`src/rtl/ir_rc5_transmitter_if.sv`:
```
// Handshake and line signals between the command source and the IR frame transmitter.
// The master drives Start/Address/Command and the transmitter drives the line and status.
interface ir_rc5_transmitter_if;
    logic       Start;
    logic [4:0] Address;
    logic [5:0] Command;
    logic       Data;
    logic       Busy;
    logic       Done;
    logic       Toggle;

    modport master (output Start, Address, Command, input Data, Busy, Done, Toggle);
    modport slave  (input Start, Address, Command, output Data, Busy, Done, Toggle);
endinterface

```
`src/rtl/ir_rc5_transmitter.sv`:
```
// IR command frame transmitter: preamble H L H, then toggle, address and command bits,
// Manchester encoded LSB first, followed by an idle gap. Define IR_TX_CARRIER_EN to modulate Data.
module ir_rc5_transmitter #(
    parameter int HALF_BIT_CYCLES = 1024,
    parameter int GAP_HALF_BITS   = 8,
    parameter int CARRIER_DIV     = 16
) (
    input  logic                  Clock,
    input  logic                  Reset_n,
    ir_rc5_transmitter_if.slave   bus
);

    typedef enum logic [2:0] {IDLE, PREAMBLE, DATA, GAP, DONE} state_t;

    localparam logic [11:0] HALF_LAST = 12'(HALF_BIT_CYCLES - 1);
    localparam logic [7:0]  GAP_LAST  = 8'(GAP_HALF_BITS - 1);

    if (HALF_BIT_CYCLES < 2 || HALF_BIT_CYCLES > 4095 || GAP_HALF_BITS < 1 ||
        GAP_HALF_BITS > 255 || CARRIER_DIV < 1 || CARRIER_DIV > 4096) begin : gBadParams
        $error("ir_rc5_transmitter: parameter out of range");
    end

    state_t      state;
    logic [11:0] halfCnt;
    logic [7:0]  halfIdx;
    logic [11:0] frame;
    logic        baseband;
    logic        busyR;
    logic        doneR;
    logic        toggleR;
    logic        halfWrap;
    logic [7:0]  idxNext;
    logic        baseNext;

    assign halfWrap = (halfCnt == HALF_LAST);
    assign idxNext  = halfIdx + 8'd1;

    // Baseband level for the next cycle; it only moves on a half-bit wrap or a state change.
    always_comb begin
        baseNext = 1'b0;
        case (state)
            IDLE:     baseNext = bus.Start;
            PREAMBLE: begin
                if (!halfWrap)             baseNext = baseband;
                else if (halfIdx == 8'd2)  baseNext = frame[0];
                else                       baseNext = halfIdx[0];
            end
            DATA: begin
                if (!halfWrap)             baseNext = baseband;
                else if (halfIdx == 8'd23) baseNext = 1'b0;
                else                       baseNext = frame[idxNext[4:1]] ^ idxNext[0];
            end
            GAP:      baseNext = 1'b0;
            DONE:     baseNext = 1'b0;
            default:  baseNext = 1'b0;
        endcase
    end

    // Frame sequencer with registered status outputs.
    always_ff @(posedge Clock) begin
        if (!Reset_n) begin
            state    <= IDLE;
            halfCnt  <= 12'd0;
            halfIdx  <= 8'd0;
            frame    <= 12'd0;
            baseband <= 1'b0;
            busyR    <= 1'b0;
            doneR    <= 1'b0;
            toggleR  <= 1'b0;
        end else begin
            baseband <= baseNext;
            doneR    <= 1'b0;
            halfCnt  <= halfWrap ? 12'd0 : halfCnt + 12'd1;
            if (halfWrap) halfIdx <= idxNext;
            case (state)
                IDLE: begin
                    halfCnt <= 12'd0;
                    halfIdx <= 8'd0;
                    busyR   <= 1'b0;
                    if (bus.Start) begin
                        frame <= {bus.Command, bus.Address, toggleR};
                        busyR <= 1'b1;
                        state <= PREAMBLE;
                    end
                end
                PREAMBLE: begin
                    if (halfWrap && halfIdx == 8'd2) begin
                        halfIdx <= 8'd0;
                        state   <= DATA;
                    end
                end
                DATA: begin
                    if (halfWrap && halfIdx == 8'd23) begin
                        halfIdx <= 8'd0;
                        state   <= GAP;
                    end
                end
                GAP: begin
                    if (halfWrap && halfIdx == GAP_LAST) begin
                        busyR   <= 1'b0;
                        doneR   <= 1'b1;
                        toggleR <= ~toggleR;
                        state   <= DONE;
                    end
                end
                DONE: begin
                    halfCnt <= 12'd0;
                    halfIdx <= 8'd0;
                    state   <= IDLE;
                end
                default: begin
                    busyR <= 1'b0;
                    state <= IDLE;
                end
            endcase
        end
    end

`ifdef IR_TX_CARRIER_EN
    localparam logic [11:0] CARRIER_LAST = 12'(CARRIER_DIV - 1);

    logic [11:0] carrierCnt;
    logic        carrierLvl;

    // Carrier restarts high on every rising baseband edge so each burst has the same phase.
    always_ff @(posedge Clock) begin
        if (!Reset_n) begin
            carrierCnt <= 12'd0;
            carrierLvl <= 1'b0;
        end else if (baseNext && !baseband) begin
            carrierCnt <= 12'd0;
            carrierLvl <= 1'b1;
        end else if (baseNext) begin
            if (carrierCnt == CARRIER_LAST) begin
                carrierCnt <= 12'd0;
                carrierLvl <= ~carrierLvl;
            end else begin
                carrierCnt <= carrierCnt + 12'd1;
            end
        end else begin
            carrierCnt <= 12'd0;
            carrierLvl <= 1'b0;
        end
    end

    assign bus.Data = carrierLvl;
`else
    assign bus.Data = baseband;
`endif

    assign bus.Busy   = busyR;
    assign bus.Done   = doneR;
    assign bus.Toggle = toggleR;

endmodule

```
`src/flat_wrapper.sv`:
```
// flat-port wrapper written by rule: the top's interface ports become plain ports
module ir_rc5_transmitter_flat 
#(
    parameter int HALF_BIT_CYCLES = 1024,
    parameter int GAP_HALF_BITS   = 8,
    parameter int CARRIER_DIV     = 16
)
  (Clock, Reset_n, bus_Start, bus_Address, bus_Command, bus_Data, bus_Busy, bus_Done, bus_Toggle);
  ir_rc5_transmitter_if bus_i ();
  input  logic Clock;
  input  logic Reset_n;
  input wire logic [$bits(bus_i.Start)-1:0] bus_Start;
  input wire logic [$bits(bus_i.Address)-1:0] bus_Address;
  input wire logic [$bits(bus_i.Command)-1:0] bus_Command;
  output wire logic [$bits(bus_i.Data)-1:0] bus_Data;
  output wire logic [$bits(bus_i.Busy)-1:0] bus_Busy;
  output wire logic [$bits(bus_i.Done)-1:0] bus_Done;
  output wire logic [$bits(bus_i.Toggle)-1:0] bus_Toggle;
  assign bus_i.Start = bus_Start;
  assign bus_i.Address = bus_Address;
  assign bus_i.Command = bus_Command;
  assign bus_Data = bus_i.Data;
  assign bus_Busy = bus_i.Busy;
  assign bus_Done = bus_i.Done;
  assign bus_Toggle = bus_i.Toggle;
  ir_rc5_transmitter #(.HALF_BIT_CYCLES(HALF_BIT_CYCLES), .GAP_HALF_BITS(GAP_HALF_BITS), .CARRIER_DIV(CARRIER_DIV)) u_core (.Clock(Clock), .Reset_n(Reset_n), .bus(bus_i));
endmodule
```
`config.mk`:
```
export PLATFORM = sky130hd
export DESIGN_NAME = ir_rc5_transmitter_flat
export DESIGN_NICKNAME = d
export VERILOG_FILES = /design/src/rtl/ir_rc5_transmitter_if.sv /design/src/rtl/ir_rc5_transmitter.sv /design/src/flat_wrapper.sv
export SDC_FILE = /design/constraint.sdc
export NUM_CORES = 1
export LEC_CHECK = 0
export BUFFER_PORTS_ARGS = -buffer_cell sky130_fd_sc_hd__buf_4
export CAP_MARGIN = 20
export CELL_PAD_IN_SITES_DETAIL_PLACEMENT = 0
export CELL_PAD_IN_SITES_GLOBAL_PLACEMENT = 1
export CORE_MARGIN = 8
export CORE_UTILIZATION = 47
export CTS_CLUSTER_DIAMETER = 40
export CTS_CLUSTER_SIZE = 24
export DETAILED_ROUTE_END_ITERATION = 10
export PLACE_DENSITY = 0.91
export SLEW_MARGIN = 5
export SYNTH_ARGS = -nofsm -noshare
export SYNTH_HDL_FRONTEND = slang
export SYNTH_SLANG_ARGS = --single-unit
```
`constraint.sdc`:
```
create_clock -name Clock -period 6.66 [get_ports Clock]
set_input_delay 0 -clock Clock [delete_from_list [all_inputs] [get_ports Clock]]
set_output_delay 0 -clock Clock [all_outputs]
set_load 0.005 [all_outputs]
```
* After elaboration in Yosys (flattened, before gate mapping)
Index checks and enable logic that the tools add are counted.
Word-level totals: flip-flop bits (word level) 39
Cells by class: add/subtract/negate cells 2, $lt $le $gt $ge 1, eq/ne operators 14, mux-type cells 20, bitwise operators 4, reductions and logical operators 13
Operator list (number):
- 8-bit 2-to-1 mux | 3
- 8-bit case mux with 3 select lines | 1
- 12-bit by 1-bit adder with 12-bit output (second input constant) | 1
- 12-bit by 10-bit == test with 1-bit output (second input constant) | 1
- 3-bit 2-to-1 mux | 4
- 3-bit case mux with 4 select lines | 1
- 2-bit by 1-bit inequality test with 1-bit output (second input constant) | 5
- 2-bit AND reduction | 5
- 8-bit by 1-bit adder with 8-bit output (second input constant) | 1
- 8-bit by 2-bit == test with 1-bit output (second input constant) | 1
- 8-bit by 3-bit == test with 1-bit output (second input constant) | 1
- 8-bit by 5-bit == test with 1-bit output (second input constant) | 1
- 1-bit 2-to-1 mux | 8
- 3-bit by 2-bit == test with 1-bit output (second input constant) | 2
- 1-bit case mux with 3 select lines | 2
- 4-bit by 5-bit less-than comparator with 1-bit output (second input constant) | 1
- 1-bit binary-select mux with 4-bit select | 1
- 4-bit AND reduction | 1
- 4-bit OR reduction | 1
- 3-bit by 1-bit == test with 1-bit output (second input constant) | 1
- 3-bit == test (second input constant) | 1
- 1-bit logical AND | 3
- 3-bit zero test | 1
- 1-bit inverter | 3
- 4 further kinds | 4

* Depth between registers and ports, before layout
word-level depth 7, gate-level depth with buffers 9, mapped depth without buffers 8

* Worst setup path after synthesis
Ideal clock, no wire load.
path kind register to register, from register u_core.halfIdx[1], to register u_core.baseband (netlist: u_core.bus.Data), arrival 2083 ps, required time 6534 ps, path slack 4451 ps, cell stages (with the launch flop) 8, buffers on the path 0, period minus slack after synthesis 2209 ps, cells stage by stage dfxtp_1 -> ha_1 -> xor2_1 -> mux4_2 -> a22oi_1 -> o211a_1 -> xnor2_1 -> o22ai_1
Between the ends: cells in the longest elaborated chain, start to end 7
RTL lines:
- from (decl) | line ir_rc5_transmitter.sv:25 | logic [7:0] halfIdx;
- from (signal assigned) | line ir_rc5_transmitter.sv:74 | if (halfWrap) halfIdx <= idxNext;
- 8-bit by 1-bit adder with 8-bit output | line ir_rc5_transmitter.sv:36 | assign idxNext = halfIdx + 8'd1;
- 1-bit binary-select mux with 4-bit select | line ir_rc5_transmitter.sv:51 | else baseNext = frame[idxNext[4:1]] ^ idxNext[0];
- 1-bit 2-to-1 mux (not written as such) | line ir_rc5_transmitter.sv:51
- 1-bit bitwise XOR | line ir_rc5_transmitter.sv:51
- 1-bit 2-to-1 mux | line ir_rc5_transmitter.sv:50 | else if (halfIdx == 8'd23) baseNext = 1'b0;
- 1-bit 2-to-1 mux | line ir_rc5_transmitter.sv:49 | if (!halfWrap) baseNext = baseband;
- 1-bit case mux with 3 select lines * | line ir_rc5_transmitter.sv:41 | case (state)
- to (signal assigned) | line ir_rc5_transmitter.sv:71 | baseband <= baseNext;
- to (decl) | line ir_rc5_transmitter.sv:27 | logic baseband;
Every way passes the cells marked *; elsewhere a longest branch is shown, timed or not. The select of a mux whose other input is x is not followed. A chain may end at the register's enable or synchronous reset.

* Worst setup path after layout
from register u_core.halfIdx[0], to register u_core.baseband (netlist: u_core.bus.Data)
Same word-level chain as after synthesis.

==> impl_metrics.env <==
export IMPL_result_of_the_run="finished, final reports clean"
export IMPL_nNetsFinal=272
export IMPL_finalCoreUtilization_pct=57.2
export IMPL_pwr_density_cell_nw_per_um2=205
export IMPL_detailedRoute_firstPassIterationCount=4
export IMPL_cts_sinks=39
export IMPL_swShare_pct=25.1
export IMPL_crit_buf_inv=0
export IMPL_endpoint_kind="flip-flop"
export IMPL_register_to_register_path_setup_slack_ns=4.18
export IMPL_worst_slew_pin_transition_ns=0.872
export IMPL_cp_slowest_stage_delay_ns=0.58
export IMPL_multi_input_comb_area_um2=1090
export IMPL_postRouteAntennaNets=0
export IMPL_power_internal_mw=0.351
export IMPL_cts_hold_buffers=12
export IMPL_maximum_number_of_pins_on_one_net_before_global_route_repair=18
export IMPL_cp_max_fo=9
export IMPL_timing_final_hold_violations=0
export IMPL_worst_ep_required_time_ns=6.83
export IMPL_synth_warning_count=0
export IMPL_tritoncts_clock_tree="done"
export IMPL_r2r_start="u_core.halfIdx[0]$_SDFF_PN0_"
export IMPL_worst_r2r_cell_count=7
export IMPL_highest_layer="met4"
export IMPL_core_um2=4000
export IMPL_design_die_area_um2=6460
export IMPL_power_sequential_fraction_pct=53.7
export IMPL_worst_setup_path_start_kind="flip-flop"
export IMPL_start_util_pct=48.7
export IMPL_post_synth_num_cell_types=46
export IMPL_p_leak_nw=0.846
export IMPL_post_synth_instance_area_um2=1950
export IMPL_max_cap_violations=0
export IMPL_vdd_ir_drop_max_mv=0.143
export IMPL_worstSetupPathType="flip-flop to flip-flop"
export IMPL_globalRouteTotalUtil_pct=12.9
export IMPL_io_pins=18
export IMPL_p_switching_mw=0.118
export IMPL_place_hpwl_mm=2.74
export IMPL_crit_slowest_cell="sky130_fd_sc_hd__mux4_2"
export IMPL_nFillCells=371
export IMPL_startpoint="u_core.halfIdx[0]$_SDFF_PN0_"
export IMPL_insertion_delay_ns=0.29
export IMPL_clk_pin_slew_ns=0.07
export IMPL_die_y_um=80.4
export IMPL_route_vias_total=1586
export IMPL_syn_mean_instance_area_um2=8.43
export IMPL_post_synth_main_area_contributors="sky130_fd_sc_hd__dfxtp_1, sky130_fd_sc_hd__nand2_1, sky130_fd_sc_hd__nor2_1, sky130_fd_sc_hd__xor2_1, sky130_fd_sc_hd__a21oi_1"
export IMPL_netlist_instances=231
export IMPL_grt_first_pass_wirelength_mm=6.71
export IMPL_drt_iter0_markers=62
export IMPL_synth_yosys_seq_area_share_pct=40.1
export IMPL_async_set_reset_flop_share_out_of_synthesis_pct=0
export IMPL_sequential_cell_area_um2=781
export IMPL_route_met3_wl_um=144
export IMPL_tritoncts_num_buffers=5
export IMPL_total_routed_wirelength_mm=3.91
export IMPL_fin_skew_ns=0.00253
export IMPL_ctsResizeCount=0
export IMPL_timing_max_slew_rel_slack_pct=41.6
export IMPL_clockRootBuffer="sky130_fd_sc_hd__clkbuf_8"
export IMPL_via_count_of_the_first_global_routing_pass=1444
export IMPL_ys_seq_elements=39
export IMPL_number_of_enable_flip_flop_cells_after_synthesis=0
export IMPL_ant_cells=0
export IMPL_setup_repair_after_global_routing_missed_its_margin="no"
export IMPL_postSynth_topFlopCell="sky130_fd_sc_hd__dfxtp_1"
export IMPL_cell_count_along_the_critical_path=7
export IMPL_synth_largest_area_cell="sky130_fd_sc_hd__dfxtp_1"
export IMPL_power_clock_fraction_pct=34.0
export IMPL_die_width_um=80.4
export IMPL_buffer_ports_inserted=17
export IMPL_layout_drive_gt1_share_pct=14.9
export IMPL_timing_critical_path_to="u_core.bus.Data$_SDFFE_PN0P_"
export IMPL_fmax_mhz=404
export IMPL_final_period_minus_worst_setup_slack_ns=2.48
export IMPL_hold_path_class="input pin to flip-flop"
export IMPL_fp_row_count=23
export IMPL_worst_case_clock_buffer_depth=2
export IMPL_timing_rr_end="u_core.bus.Data$_SDFFE_PN0P_"
export IMPL_antenna_found_initial=0
export IMPL_drt_met1_wl_mm=1.91
export IMPL_dr_wl_met2_mm=1.82
export IMPL_worst_ep_arrival_time_ns=2.65
export IMPL_post_cts_repair_setup_buffers=0
export IMPL_synth_top_area_share_pct=40.1
export IMPL_comb_power_share_pct=12.3
export IMPL_layout_worst_path_cycle_share_pct=37.2
export IMPL_grt_overflow_total=0
export IMPL_final_max_slew_viol_count=0
export IMPL_htree_num_levels=2
export IMPL_setup_total_negative_slack_ns=0
export IMPL_mappedNetlistNets=248
export IMPL_synthToLayoutAreaGrowth_pct=17.5
export IMPL_worst_path_dominant_cell_family="multiplexers"
export IMPL_remaining_drc_errors=0
export IMPL_wire_per_inst_um=12.8
export IMPL_via_per_inst=5.20
export IMPL_report_final_setup_viol=0
export IMPL_routabilityCongestion=0.806
export IMPL_ordered_cell_list_for_the_critical_path="ha_1 -> xor2_1 -> mux4_2 -> a22oi_1 -> o211a_1 -> xnor2_1 -> o22ai_1"
[sequential cells by signal, indices dropped and copies added, names as in the netlist]
register	flops
u_core.bus.Busy	1
u_core.frame	12
u_core.state	3
u_core.bus.Data	1
u_core.halfCnt	12
u_core.bus.Toggle	1
u_core.halfIdx	8
u_core.bus.Done	1
[worst min-delay path, delay by kind of cell]
| kind | cells | cell delay (ns) |
|---|---|---|
| buffers and inverters | 1 | 0.07 |
| AOI/OAI and AO/OA | 2 | 0.17 |
| and+or+nand+nor | 3 | 0.32 |
[worst min-delay path by stage]
stage | end | cells past startpoint | start
floorplan | u_core.state[1]$_SDFFE_PN0P_ | 2 | Reset_n
global placement | u_core.frame[7]$_SDFFE_PN0P_ | 3 | bus_Command[1]
detailed placement | u_core.frame[9]$_SDFFE_PN0P_ | 3 | bus_Command[3]
CTS | u_core.state[1]$_SDFFE_PN0P_ | 6 | bus_Start
global route | u_core.state[1]$_SDFFE_PN0P_ | 6 | bus_Start
finish | u_core.state[1]$_SDFFE_PN0P_ | 6 | bus_Start
[cells in the mapped netlist, types with 2 or more instances]
cell                       number
sky130_fd_sc_hd__nor3_1         4
sky130_fd_sc_hd__a21oi_1       18
sky130_fd_sc_hd__inv_1          5
sky130_fd_sc_hd__nand2_1       37
sky130_fd_sc_hd__o21ai_0        5
sky130_fd_sc_hd__nand4b_1       2
sky130_fd_sc_hd__xor2_1        12
sky130_fd_sc_hd__nand3_1        9
sky130_fd_sc_hd__dfxtp_1       39
sky130_fd_sc_hd__clkbuf_1       8
sky130_fd_sc_hd__nand4_1        2
sky130_fd_sc_hd__nor3b_1        2
sky130_fd_sc_hd__buf_2          3
sky130_fd_sc_hd__nor3_2         2
sky130_fd_sc_hd__mux4_2         3
sky130_fd_sc_hd__xnor2_1       10
sky130_fd_sc_hd__nor4_1         3
sky130_fd_sc_hd__o21ai_2        2
sky130_fd_sc_hd__and2_1         5
sky130_fd_sc_hd__a22oi_1        2
sky130_fd_sc_hd__nor2_1        31
sky130_fd_sc_hd__ha_1           3
[cell families after synthesis]
family	count (synthesis)	share of synthesized area, %
mux	5	4.56
compound gates	38	12.7
simple gates	106	26.7
xor+xnor	22	9.90
fa+ha+maj	3	1.93
flops	39	40.1
buf+inv	18	4.05
[per-stage QoR]
step | area (µm²) | hold WS [ns] | total power [mW] | setup WS, ns | std cells
floorplan | 1950 | 0.116 | 0.292 | 4.45 | 231
global placement | 2080 | 0.248 | 0.309 | 4.27 | 286
detailed placement | 2080 | 0.255 | 0.309 | 4.16 | 286
CTS | 2290 | 0.295 | 0.474 | 4.16 | 305
global route | 2290 | 0.394 | 0.495 | 3.98 | 305
finish | 2290 | 0.304 | 0.469 | 4.18 | 305
[cells in the final DEF, fill, tap and decap left out, types with 2 or more instances in the layout]
cell type	synthesis	routed
sky130_fd_sc_hd__nor3_2	2	2
sky130_fd_sc_hd__nand4_1	2	2
sky130_fd_sc_hd__nor2_1	31	31
sky130_fd_sc_hd__buf_4	0	17
sky130_fd_sc_hd__dfxtp_1	39	39
sky130_fd_sc_hd__inv_1	5	5
sky130_fd_sc_hd__ha_1	3	3
sky130_fd_sc_hd__nor3b_1	2	2
sky130_fd_sc_hd__nor4_1	3	3
sky130_fd_sc_hd__xor2_1	12	12
sky130_fd_sc_hd__and2_1	5	5
sky130_fd_sc_hd__a22oi_1	2	2
sky130_fd_sc_hd__xnor2_1	10	10
sky130_fd_sc_hd__a21oi_1	18	18
sky130_fd_sc_hd__nand2_1	37	37
sky130_fd_sc_hd__mux4_2	3	3
sky130_fd_sc_hd__o21ai_0	5	5
sky130_fd_sc_hd__nor3_1	4	4
sky130_fd_sc_hd__clkbuf_8	0	6
sky130_fd_sc_hd__dlygate4sd3_1	0	12
sky130_fd_sc_hd__nand3_1	9	9
sky130_fd_sc_hd__nand4b_1	2	2
sky130_fd_sc_hd__o21ai_2	2	2
[area by class of cell]
| type | count | area share [%] |
|---|---|---|
| multi-input combinational | 174 | 47.5 |
| clock inverter | 1 | 0.219 |
| clock buffer | 6 | 3.61 |
| inverter | 6 | 0.984 |
| tap | 50 | 2.73 |
| sequential | 39 | 34.1 |
| timing repair buffer | 29 | 10.8 |
[power by group through the flow]
stage / Sequential (mW) / Clock (mW) / Combinational, mW
2_1_floorplan: 0.252 / 0 / 0.0401
3_3_place_gp: 0.258 / 0 / 0.0515
3_5_place_dp: 0.257 / 0 / 0.0522
4_1_cts: 0.252 / 0.164 / 0.0580
5_1_grt: 0.254 / 0.176 / 0.0651
6_report: 0.252 / 0.160 / 0.0576
[per-layer routing]
metal  vias up  GRT usage (%)
met2        19           19.4
met3         5           4.02
met4         0           4.36
met1       725           17.0
li1        837              -
met5         -              0
Note: power is estimated with default switching activity, not from simulation.
